File: config.mk
export PLATFORM = sky130hd
export DESIGN_NAME = mem_wb_pipe
export DESIGN_NICKNAME = d
export VERILOG_FILES = /design/src/rtl/mem_wb_pipe.sv
export SDC_FILE = /design/constraint.sdc
export NUM_CORES = 1
export LEC_CHECK = 0
export BUFFER_PORTS_ARGS = -buffer_cell sky130_fd_sc_hd__buf_2
export CORE_ASPECT_RATIO = 0.7
export CORE_MARGIN = 2
export CORE_UTILIZATION = 25
export CTS_CLUSTER_SIZE = 28
export DETAILED_ROUTE_END_ITERATION = 12
export PLACE_DENSITY = 0.49
export SLEW_MARGIN = 30
export SYNTH_ARGS = -nofsm -noshare
export SYNTH_HDL_FRONTEND = slang
export SYNTH_SLANG_ARGS = --single-unit
File: constraint.sdc
create_clock -name clk -period 2.1 [get_ports clk]
set_input_delay 0.105 -clock clk [delete_from_list [all_inputs] [get_ports clk]]
set_output_delay 0.105 -clock clk [all_outputs]
set_load 0.05 [all_outputs]
File: src/rtl/mem_wb_pipe.sv
// MEM/WB pipeline register with a two-entry skid buffer.
// All state updates on the falling edge of clk. The head entry drives the
// *_store outputs and the writeback signals. A skid entry absorbs one extra
// input so that in_ready depends only on registered state.
module mem_wb_pipe #(
   parameter int DATA_W = 64,
   parameter int RD_W   = 5,
   parameter int CNT_W  = 16
) (
   input  logic              clk,
   input  logic              reset,
   input  logic              in_valid,
   output logic              in_ready,
   input  logic              RegWrite,
   input  logic              MemtoReg,
   input  logic [DATA_W-1:0] ReadData,
   input  logic [DATA_W-1:0] ALU_result,
   input  logic [RD_W-1:0]   rd,
   input  logic              flush,
   output logic              out_valid,
   input  logic              out_ready,
   output logic              RegWrite_store,
   output logic              MemtoReg_store,
   output logic [DATA_W-1:0] ReadData_store,
   output logic [DATA_W-1:0] ALU_result_store,
   output logic [RD_W-1:0]   rd_store,
   output logic              wb_we,
   output logic [DATA_W-1:0] wb_data,
   output logic [CNT_W-1:0]  stall_cnt
);

   localparam int PAY_W = 2 + 2*DATA_W + RD_W;

   typedef enum logic [1:0] {
      EMPTY = 2'd0,
      ONE   = 2'd1,
      TWO   = 2'd2
   } state_t;

   state_t           state;
   state_t           state_nxt;
   logic [PAY_W-1:0] in_pay;
   logic [PAY_W-1:0] head_pay;
   logic [PAY_W-1:0] skid_pay;
   logic             accept;
   logic             transfer;
   logic             load_head_in;
   logic             load_head_skid;
   logic             load_skid;

   // Saturating increment: holds at all-ones instead of wrapping.
   function automatic logic [CNT_W-1:0] sat_inc(input logic [CNT_W-1:0] v);
      if (v == {CNT_W{1'b1}})
         sat_inc = v;
      else
         sat_inc = v + {{(CNT_W-1){1'b0}}, 1'b1};
   endfunction

   assign in_pay    = {RegWrite, MemtoReg, ReadData, ALU_result, rd};
   assign in_ready  = (state != TWO);
   assign out_valid = (state != EMPTY);
   assign accept    = in_valid && in_ready;
   assign transfer  = out_valid && out_ready;

   assign RegWrite_store   = head_pay[PAY_W-1];
   assign MemtoReg_store   = head_pay[PAY_W-2];
   assign ReadData_store   = head_pay[RD_W+2*DATA_W-1 -: DATA_W];
   assign ALU_result_store = head_pay[RD_W+DATA_W-1 -: DATA_W];
   assign rd_store         = head_pay[RD_W-1:0];

   // Register x0 is hardwired to zero, so writes to it are suppressed.
   assign wb_we   = out_valid && RegWrite_store && (rd_store != '0);
   assign wb_data = MemtoReg_store ? ReadData_store : ALU_result_store;

   // Next-state and payload-move decode; flush overrides to EMPTY.
   always_comb begin
      state_nxt      = state;
      load_head_in   = 1'b0;
      load_head_skid = 1'b0;
      load_skid      = 1'b0;
      case (state)
         EMPTY: begin
            if (accept) begin
               load_head_in = 1'b1;
               state_nxt    = ONE;
            end
         end
         ONE: begin
            if (accept && transfer) begin
               load_head_in = 1'b1;
            end else if (accept) begin
               load_skid = 1'b1;
               state_nxt = TWO;
            end else if (transfer) begin
               state_nxt = EMPTY;
            end
         end
         TWO: begin
            if (transfer) begin
               load_head_skid = 1'b1;
               state_nxt      = ONE;
            end
         end
         default: state_nxt = EMPTY;
      endcase
      if (flush)
         state_nxt = EMPTY;
   end

   // State register; reset dominates flush and handshakes.
   always_ff @(negedge clk) begin
      if (!reset)
         state <= EMPTY;
      else
         state <= state_nxt;
   end

   // Head/skid payload; a flushed edge leaves payload untouched (it is dead).
   always_ff @(negedge clk) begin
      if (!reset) begin
         head_pay <= '0;
         skid_pay <= '0;
      end else if (!flush) begin
         if (load_head_in)
            head_pay <= in_pay;
         else if (load_head_skid)
            head_pay <= skid_pay;
         if (load_skid)
            skid_pay <= in_pay;
      end
   end

   // Count cycles where upstream offers data but is refused.
   always_ff @(negedge clk) begin
      if (!reset)
         stall_cnt <= '0;
      else if (in_valid && !in_ready && !flush)
         stall_cnt <= sat_inc(stall_cnt);
   end

endmodule

==> results of run 1 <==
cells by family (layout without fill, tap and decap cells):
kind of cell | Yosys count | count (layout)
muxes | 205 | 205
xor gates and xnor gates | 1 | 1
DFF | 288 | 288
adders and majority gates | 1 | 1
other | 0 | 5
buffers and inverters | 147 | 846
and+or+nand+nor | 323 | 325
AOI/OAI and AO/OA | 434 | 434
Yosys cell counts, types with 2 or more instances:
library cell	instances
buf_6	6
nor2b_1	2
a211oi_1	3
o21ai_0	8
o311a_1	135
nand2_1	280
nand2b_1	6
mux2_1	135
o21bai_1	135
dfxtp_1	288
nand4_1	4
and3_1	2
or4_1	2
or3_1	7
nor2_1	2
a31oi_1	2
mux2i_1	6
a21oi_1	145
and4_1	2
mux2_2	64
clkbuf_1	95
buf_4	2
nand3_1	4
inv_1	4
nor3_1	3
buf_2	38
through the flow:
stage / hold WS [ns] / instance area, um2 / power [W] / TNS [ns]
2_1_floorplan: 0.434 / 13900 / 0.00883 / -72.62
3_3_place_gp: 0.440 / 16700 / 0.00964 / -157.96
3_5_place_dp: 0.447 / 16700 / 0.00966 / -160.43
4_1_cts: 0.451 / 21900 / 0.0183 / -83.53
5_1_grt: 0.468 / 22300 / 0.0192 / -83.72
6_report: 0.451 / 22300 / 0.0181 / -75.04
critical path: cells and delay by family (launching register included):
family / cells / cell delay [ns]
AOI/OAI and AO/OA: 1 / 0.24
and+or+nand+nor: 1 / 0.51
buffers and inverters: 1 / 0.15
DFF: 1 / 0.34
timing repair:
action	CTS	global route
gates resized for setup	784	95
gates cloned	12	8
pin swaps	4	8
endpoints found under the setup margin	312	332
setup buffers	29	14
power breakdown:
part	total [W]	switching, W	internal [W]
Sequential	0.00594	0.000250	0.00569
Combinational	0.00364	0.00200	0.00164
Clock	0.00849	0.00405	0.00444
area by class of cell:
| class | instances | share of cell area [%] |
|---|---|---|
| antenna | 5 | 0.0561 |
| sequential | 288 | 27.8 |
| clock inverter | 314 | 5.94 |
| multi-input combinational | 966 | 33.2 |
| clock buffer | 37 | 4.15 |
| tap | 684 | 3.84 |
| timing repair buffer | 491 | 24.9 |
| inverter | 4 | 0.0898 |
metal layers:
| metal | vias up | part of all wire (%) |
|---|---|---|
| li1 | 6481 | - |
| met1 | 6624 | 45 |
| met2 | 415 | 46 |
| met3 | 71 | 6.7 |
| met4 | 12 | 1.6 |
| met5 | - | 0.15 |
final timing paths:
path,from,to,slack (ns)
setup reg to reg,state[1],head_pay[38],0.17
setup / recovery,head_pay[2],wb_we,-0.88
hold reg to reg,skid_pay[33],skid_pay[33],0.45
hold / removal,skid_pay[33],skid_pay[33],0.45
flip-flops by register name (all words and copies together) (netlist names):
name,cells
head_pay,135
skid_pay,135
stall_cnt,16
state,2
==> impl_results.html, run 1 <==
<table>
<tr><th>Metric</th><th>Value</th></tr>
<tr><th colspan="2">Status</th></tr>
<tr><td>Status</td><td>complete, but fails checks</td></tr>
<tr><td>Violations in the final reports</td><td>negative setup slack</td></tr>
<tr><th colspan="2">Synthesis</th></tr>
<tr><td>Count of unique library cells instantiated by Yosys</td><td>45</td></tr>
<tr><td>Post-synthesis sequential area ratio</td><td>a little over two fifths</td></tr>
<tr><td>Number of enable flip-flop cells after synthesis</td><td>0</td></tr>
<tr><td>Multiplexer fraction of the synthesized cell area</td><td>17.3%</td></tr>
<tr><td>Area fraction in compound gates after synthesis</td><td>24.2%</td></tr>
<tr><td>Yosys top cell area share</td><td>43.2%</td></tr>
<tr><td>Most area-hungry cell type in the Yosys netlist</td><td>dfxtp_1</td></tr>
<tr><td>Cell area after synthesis</td><td>13300 um2</td></tr>
<tr><td>Simple-gate area share of the yosys netlist</td><td>10.2%</td></tr>
<tr><td>Number of warnings reported in the yosys synthesis log</td><td>0</td></tr>
<tr><td>Share of synthesized registers carrying an async set or reset</td><td>0%</td></tr>
<tr><td>Most frequently used flop master after synthesis</td><td>dfxtp_1</td></tr>
<tr><td>Number of synthesized register bits</td><td>288</td></tr>
<tr><td>Fraction of synthesized cell area in xor and xnor cells</td><td>0.0657%</td></tr>
<tr><td>Main combinational cell family by area after synthesis</td><td>compound AO/OA/AOI/OAI gates</td></tr>
<tr><td>Synthesized netlist net count</td><td>1540</td></tr>
<tr><td>Gate count of the mapped netlist</td><td>approximately 1.4k</td></tr>
<tr><td>Fraction of the mapped netlist area in adder cells</td><td>0.0938%</td></tr>
<tr><td>Most area-consuming cells after synthesis</td><td>dfxtp_1, mux2_1, o311a_1</td></tr>
<tr><td>Synthesized area per cell</td><td>~9.5 um2</td></tr>
<tr><th colspan="2">Setup path</th></tr>
<tr><td>Required arrival time at the worst endpoint</td><td>2.00 ns</td></tr>
<tr><td>Worst Setup End Kind</td><td>output port</td></tr>
<tr><td>Type of origin of the critical path</td><td>flop</td></tr>
<tr><td>Crit path largest cell delay</td><td>0.51 ns</td></tr>
<tr><td>Worst reg-to-reg path cell count</td><td>8</td></tr>
<tr><td>Arrival time at the worst endpoint</td><td>2.88 ns</td></tr>
<tr><td>Critical Path, Cell by Cell</td><td>or4_4, o211a_4, buf_6</td></tr>
<tr><td>Critical path type</td><td>flop to output port</td></tr>
<tr><td>Standard cell with the maximum stage delay on the critical path</td><td>or4_4</td></tr>
<tr><td>Worst Path Max Fanout</td><td>2</td></tr>
<tr><th colspan="2">Hold path</th></tr>
<tr><td>Instance count along the most critical hold path</td><td>2</td></tr>
<tr><td>Hold Path Class</td><td>flop to flop</td></tr>
<tr><th colspan="2">Floorplan</th></tr>
<tr><td>Die Height</td><td>around 200 um</td></tr>
<tr><td>Initial Util</td><td>25.4%</td></tr>
<tr><td>Die ar.</td><td>~55000 um2</td></tr>
<tr><td>IO Pins</td><td>358</td></tr>
<tr><td>Core area</td><td>52500 um2</td></tr>
<tr><td>Number of cell rows</td><td>70</td></tr>
<tr><td>Die outline width</td><td>280 um</td></tr>
<tr><th colspan="2">Layout</th></tr>
<tr><td>Commonest non-fill, non-tap cell in the layout</td><td>inv_1</td></tr>
<tr><td>Final cell count without fillers</td><td>2789</td></tr>
<tr><td>Commonest non-fill, non-tap cells in the layout</td><td>inv_1, nand2_1, buf_2</td></tr>
<tr><td>Area added between synthesis and finish</td><td>67.2%</td></tr>
<tr><td>Area occupied by multi-input gates</td><td>between 7000 and 8000 um2</td></tr>
<tr><td>Layout fillers</td><td>4991</td></tr>
<tr><td># nets final</td><td>2216</td></tr>
<tr><td>End-of-flow core utilization</td><td>42.5%</td></tr>
<tr><td>Register area</td><td>6200 um2</td></tr>
<tr><td>Share of post-route cells with drive strength above 1</td><td>39.1%</td></tr>
<tr><th colspan="2">Place</th></tr>
<tr><td>Number of buffers inserted by port buffering</td><td>357</td></tr>
<tr><td># placed instances</td><td>2384</td></tr>
<tr><td>GPL Wtd Cong</td><td>0.773</td></tr>
<tr><td>Post-placement setup slack</td><td>-0.679 ns</td></tr>
<tr><td>Half-perimeter wire length after placement</td><td>29.6 mm</td></tr>
<tr><th colspan="2">STA</th></tr>
<tr><td>Post-route setup slack</td><td>-0.885 ns</td></tr>
<tr><td>Total of endpoints with negative setup slack in the final report</td><td>approximately 230</td></tr>
<tr><td>Headroom to the max-slew limit</td><td>69.2%</td></tr>
<tr><td>Hold Vio Cnt, Final</td><td>0</td></tr>
<tr><td>Unrepaired setup endpoints after global routing</td><td>true</td></tr>
<tr><td>Final slew viol count</td><td>0</td></tr>
<tr><td>Fin Clk Skew</td><td>0.0237 ns</td></tr>
<tr><td>Slew @ Worst Pin</td><td>0.462 ns</td></tr>
<tr><th colspan="2">Clock network</th></tr>
<tr><td>Clock Sink Count</td><td>288</td></tr>
<tr><td>Post-CTS Hold Buffers</td><td>0</td></tr>
<tr><td>Clock latency on the worst-skew pair</td><td>0.60 ns</td></tr>
<tr><td>Clock slew at reported path FFs</td><td>0.05 ns</td></tr>
<tr><td>Clock Tree Buf Depth</td><td>3</td></tr>
<tr><td>Clk root buf</td><td>clkbuf_16</td></tr>
<tr><td>Number of buffers inserted during clock tree synthesis</td><td>36</td></tr>
<tr><td>TritonCTS clock tree</td><td>yes</td></tr>
<tr><td>Clock H-tree levels</td><td>2</td></tr>
<tr><th colspan="2">GRT</th></tr>
<tr><td>Total congestion overflow after global routing</td><td>0</td></tr>
<tr><td>First-pass GRT wire length</td><td>76.0 mm</td></tr>
<tr><td>Global-route usage over all layers</td><td>17.3%</td></tr>
<tr><td>Met3 usage</td><td>6.68%</td></tr>
<tr><td>Fraction of met2 tracks used by global routing</td><td>26.6%</td></tr>
<tr><td>Initial antenna violation count</td><td>10</td></tr>
<tr><td>Maximum number of pins on one net before global-route repair</td><td>between 80 and 90</td></tr>
<tr><td>Global routing's busiest layer</td><td>met2</td></tr>
<tr><td>Via count of the first global-routing pass</td><td>14.0k</td></tr>
<tr><td>Met1 Use GR</td><td>between 20 and 25%</td></tr>
<tr><th colspan="2">Detailed routing</th></tr>
<tr><td>Post-route ant nets</td><td>0</td></tr>
<tr><td>Count of TritonRoute iterations in the first routing pass</td><td>5</td></tr>
<tr><td>Initial DRC Count</td><td>757</td></tr>
<tr><td>Drc violations</td><td>0</td></tr>
<tr><td>Post-detailed-routing wire length</td><td>slightly above 50 mm</td></tr>
<tr><td>Vias</td><td>13.6k</td></tr>
<tr><td>Via density</td><td>4.88</td></tr>
<tr><td>Routed wire length per instance</td><td>18.3 um</td></tr>
<tr><th colspan="2">Power and ir drop</th></tr>
<tr><td>Power Dens Cells</td><td>810 nW/um2</td></tr>
<tr><td>Peak VDD IR</td><td>397 uV</td></tr>
<tr><td>Leakage</td><td>between 10 and 15 nW</td></tr>
<tr><th colspan="2">Job</th></tr>
<tr><td>Max-Cap Viols</td><td>0</td></tr>
</table>
(Power assumes the default switching activity.)
==> inputs of run 2 (changes only) <==
PLACE_DENSITY = 0.51   (was 0.49)
clock period = 2.7 ns   (was 2.1 ns; I/O delays follow)
==> run 2 against run 1 <==
Effect of this change: the run still ends with negative setup slack left; clock-buffer cell count unchanged; cell area down 11%; core utilization is 4.5 points lower; worst hold slack worse by 0.0040 ns; global-route usage shrank 1.2 points; sequential share of layout area is 1.5 points higher; flip-flop and latch count did not move; cell count is 2.2% lower; via count fell by 3.5%; highest routed layer unchanged; total power shrank 24%.
==> impl_results.html, run 2 (synthesized netlist as in run 1, its figures left out) <==
<table>
<tr><th>Metric</th><th>Value</th></tr>
<tr><th colspan="2">Layout</th></tr>
<tr><td>Commonest non-fill, non-tap cells in the layout</td><td>inv_1, nand2_1, dfxtp_1</td></tr>
<tr><td>Register area</td><td>roughly 5800 um2</td></tr>
<tr><td># nets final</td><td>about 2.2k</td></tr>
<tr><td>Largest registers</td><td>head_pay x135, skid_pay x135, stall_cnt x16</td></tr>
<tr><td>Share of post-route cells with drive strength above 1</td><td>30.5%</td></tr>
<tr><td>Area occupied by multi-input gates</td><td>7150 um2</td></tr>
<tr><td>Layout fillers</td><td>5227</td></tr>
<tr><td>Commonest non-fill, non-tap cell in the layout</td><td>inv_1</td></tr>
<tr><td>Cell area after layout</td><td>19900 um2</td></tr>
<tr><td>Area added between synthesis and finish</td><td>49.4%</td></tr>
<tr><th colspan="2">STA</th></tr>
<tr><td>Hold Vio Cnt, Final</td><td>0</td></tr>
<tr><td>Total of endpoints with negative setup slack in the final report</td><td>68</td></tr>
<tr><td>Final slew viol count</td><td>0</td></tr>
<tr><td>Fin Clk Skew</td><td>0.0181 ns</td></tr>
<tr><td>Unrepaired setup endpoints after global routing</td><td>true</td></tr>
<tr><td>Headroom to the max-slew limit</td><td>between 50% and 60%</td></tr>
<tr><td>Post-route setup slack</td><td>-0.599 ns</td></tr>
<tr><td>Slew @ Worst Pin</td><td>0.706 ns</td></tr>
<tr><td>Hold Worst Slack</td><td>0.447 ns</td></tr>
<tr><th colspan="2">Place</th></tr>
<tr><td>Standard cell area after detailed placement</td><td>roughly 16000 um2</td></tr>
<tr><td>GPL Wtd Cong</td><td>0.770</td></tr>
<tr><td>Half-perimeter wire length after placement</td><td>29.6 mm</td></tr>
<tr><td>Number of buffers inserted by port buffering</td><td>357</td></tr>
<tr><th colspan="2">Clock network</th></tr>
<tr><td>Clock slew at reported path FFs</td><td>0.04 ns</td></tr>
<tr><td>Clk root buf</td><td>clkbuf_16</td></tr>
<tr><td>Clock H-tree levels</td><td>2</td></tr>
<tr><td>Post-CTS Hold Buffers</td><td>0</td></tr>
<tr><td>Number of buffers inserted during clock tree synthesis</td><td>36</td></tr>
<tr><td>Clock latency on the worst-skew pair</td><td>0.60 ns</td></tr>
<tr><td>Clock Sink Count</td><td>288</td></tr>
<tr><td>Clock Tree Buf Depth</td><td>3</td></tr>
<tr><td>TritonCTS clock tree</td><td>yes</td></tr>
<tr><th colspan="2">Power and ir drop</th></tr>
<tr><td>Power Dens Cells</td><td>just under 700 nW/um2</td></tr>
<tr><td>Peak VDD IR</td><td>about 320 uV</td></tr>
<tr><td>Leakage</td><td>9.38 nW</td></tr>
<tr><th colspan="2">Floorplan</th></tr>
<tr><td>Die ar.</td><td>55200 um2</td></tr>
<tr><td>Number of cell rows</td><td>70</td></tr>
<tr><td>IO Pins</td><td>358</td></tr>
<tr><td>Initial Util</td><td>about a quarter</td></tr>
<tr><td>Die Height</td><td>197 um</td></tr>
<tr><td>Core area</td><td>52500 um2</td></tr>
<tr><td>Die outline width</td><td>roughly 280 um</td></tr>
<tr><th colspan="2">Setup path</th></tr>
<tr><td>Critical path type</td><td>flop to output port</td></tr>
<tr><td>Worst Path Max Fanout</td><td>2</td></tr>
<tr><td>Type of origin of the critical path</td><td>flop</td></tr>
<tr><td>Worst Setup End Kind</td><td>output port</td></tr>
<tr><td>Critical Path, Cell by Cell</td><td>or4_4, o211a_4, buf_8</td></tr>
<tr><td>Crit path largest cell delay</td><td>0.50 ns</td></tr>
<tr><td>Standard cell with the maximum stage delay on the critical path</td><td>or4_4</td></tr>
<tr><td>CP Buf/Inv Count</td><td>1</td></tr>
<tr><td>Required arrival time at the worst endpoint</td><td>2.57 ns</td></tr>
<tr><td>Arrival time at the worst endpoint</td><td>about 3.2 ns</td></tr>
<tr><td>Crit path max-delay family</td><td>simple AND/OR/NAND/NOR gates</td></tr>
<tr><th colspan="2">Status</th></tr>
<tr><td>Violations in the final reports</td><td>negative setup slack</td></tr>
<tr><td>Status</td><td>complete, but fails checks</td></tr>
<tr><th colspan="2">GRT</th></tr>
<tr><td>Global-route usage over all layers</td><td>between 10% and 20%</td></tr>
<tr><td>First-pass GRT wire length</td><td>~71 mm</td></tr>
<tr><td>Via count of the first global-routing pass</td><td>13.6k</td></tr>
<tr><td>Initial antenna violation count</td><td>6</td></tr>
<tr><td>Maximum number of pins on one net before global-route repair</td><td>147</td></tr>
<tr><td>Total congestion overflow after global routing</td><td>0</td></tr>
<tr><th colspan="2">Detailed routing</th></tr>
<tr><td>Routed wire length per instance</td><td>16.8 um</td></tr>
<tr><td>Vias</td><td>13.1k</td></tr>
<tr><td>Post-detailed-routing wire length</td><td>45.8 mm</td></tr>
<tr><td>Via density</td><td>4.81</td></tr>
<tr><td>Drc violations</td><td>0</td></tr>
<tr><td>Initial DRC Count</td><td>680</td></tr>
<tr><td>Post-route ant nets</td><td>0</td></tr>
<tr><td>Count of TritonRoute iterations in the first routing pass</td><td>5</td></tr>
<tr><th colspan="2">Job</th></tr>
<tr><td>Max-Cap Viols</td><td>0</td></tr>
<tr><th colspan="2">Hold path</th></tr>
<tr><td>Hold Path Class</td><td>flop to flop</td></tr>
</table>
## run 2: per-layer routing
metal / up-vias / global-route usage (%) / wire length, um
met5: - / 0 / 55
met4: 8 / 6.99 / 765
met3: 69 / 6.14 / 2910
met2: 393 / 24.8 / 21100
met1: 6299 / 20.0 / 21000
li1: 6355 / - / -
## run 2: repair_timing
action                     CTS  global route
setup endpoints to repair  210           116
buffers inserted             1             0
pin swaps                    3             1
resized for setup          349            62
## run 2: power by group
part	internal (W)	total, W	switching, W
Sequential	0.00445	0.00461	0.000159
Clock	0.00366	0.00679	0.00313
Combinational	0.000947	0.00240	0.00146
## run 2: worst reg2reg max path, cell delays in order, from the launching register on
cell,delay [ns]
dfxtp_2,0.37
ha_1,0.36
and4_1,0.33
nor4b_2,0.45
nor2b_1,0.09
buf_4,0.17
a211oi_1,0.21
## run 2: metrics by stage
step	setup WS, ns	utilization, %	instances	power [W]	setup TNS (ns)
floorplan	-0.0860	-	1399	0.00683	-7.57
global placement	-0.342	31.3	2370	0.00746	-61.14
detailed placement	-0.368	31.3	2370	0.00747	-65.01
CTS	-0.646	37.6	2724	0.0141	-38.97
global route	-0.647	38.0	2724	0.0147	-39.93
finish	-0.599	38.0	2729	0.0138	-36.37
## run 2: layout make-up
cell class | instances | share of cell area [%]
clock inverters | 317 | 6.97
flip-flops and latches | 288 | 29.3
multi-input cells | 964 | 35.9
inverters | 4 | 0.100
clock buffers | 37 | 4.65
repair buffers | 430 | 18.7
diodes | 5 | 0.0628
well taps | 684 | 4.30
## run 2: final timing paths
check	from	to	slack, ns	cells past startpoint
worst max-delay path	head_pay[2]	wb_we	-0.60	3
worst min-delay path	skid_pay[42]	skid_pay[42]	0.45	2
worst max register to register	stall_cnt[0]	stall_cnt[4]	0.65	6
worst min register to register	skid_pay[42]	skid_pay[42]	0.45	2
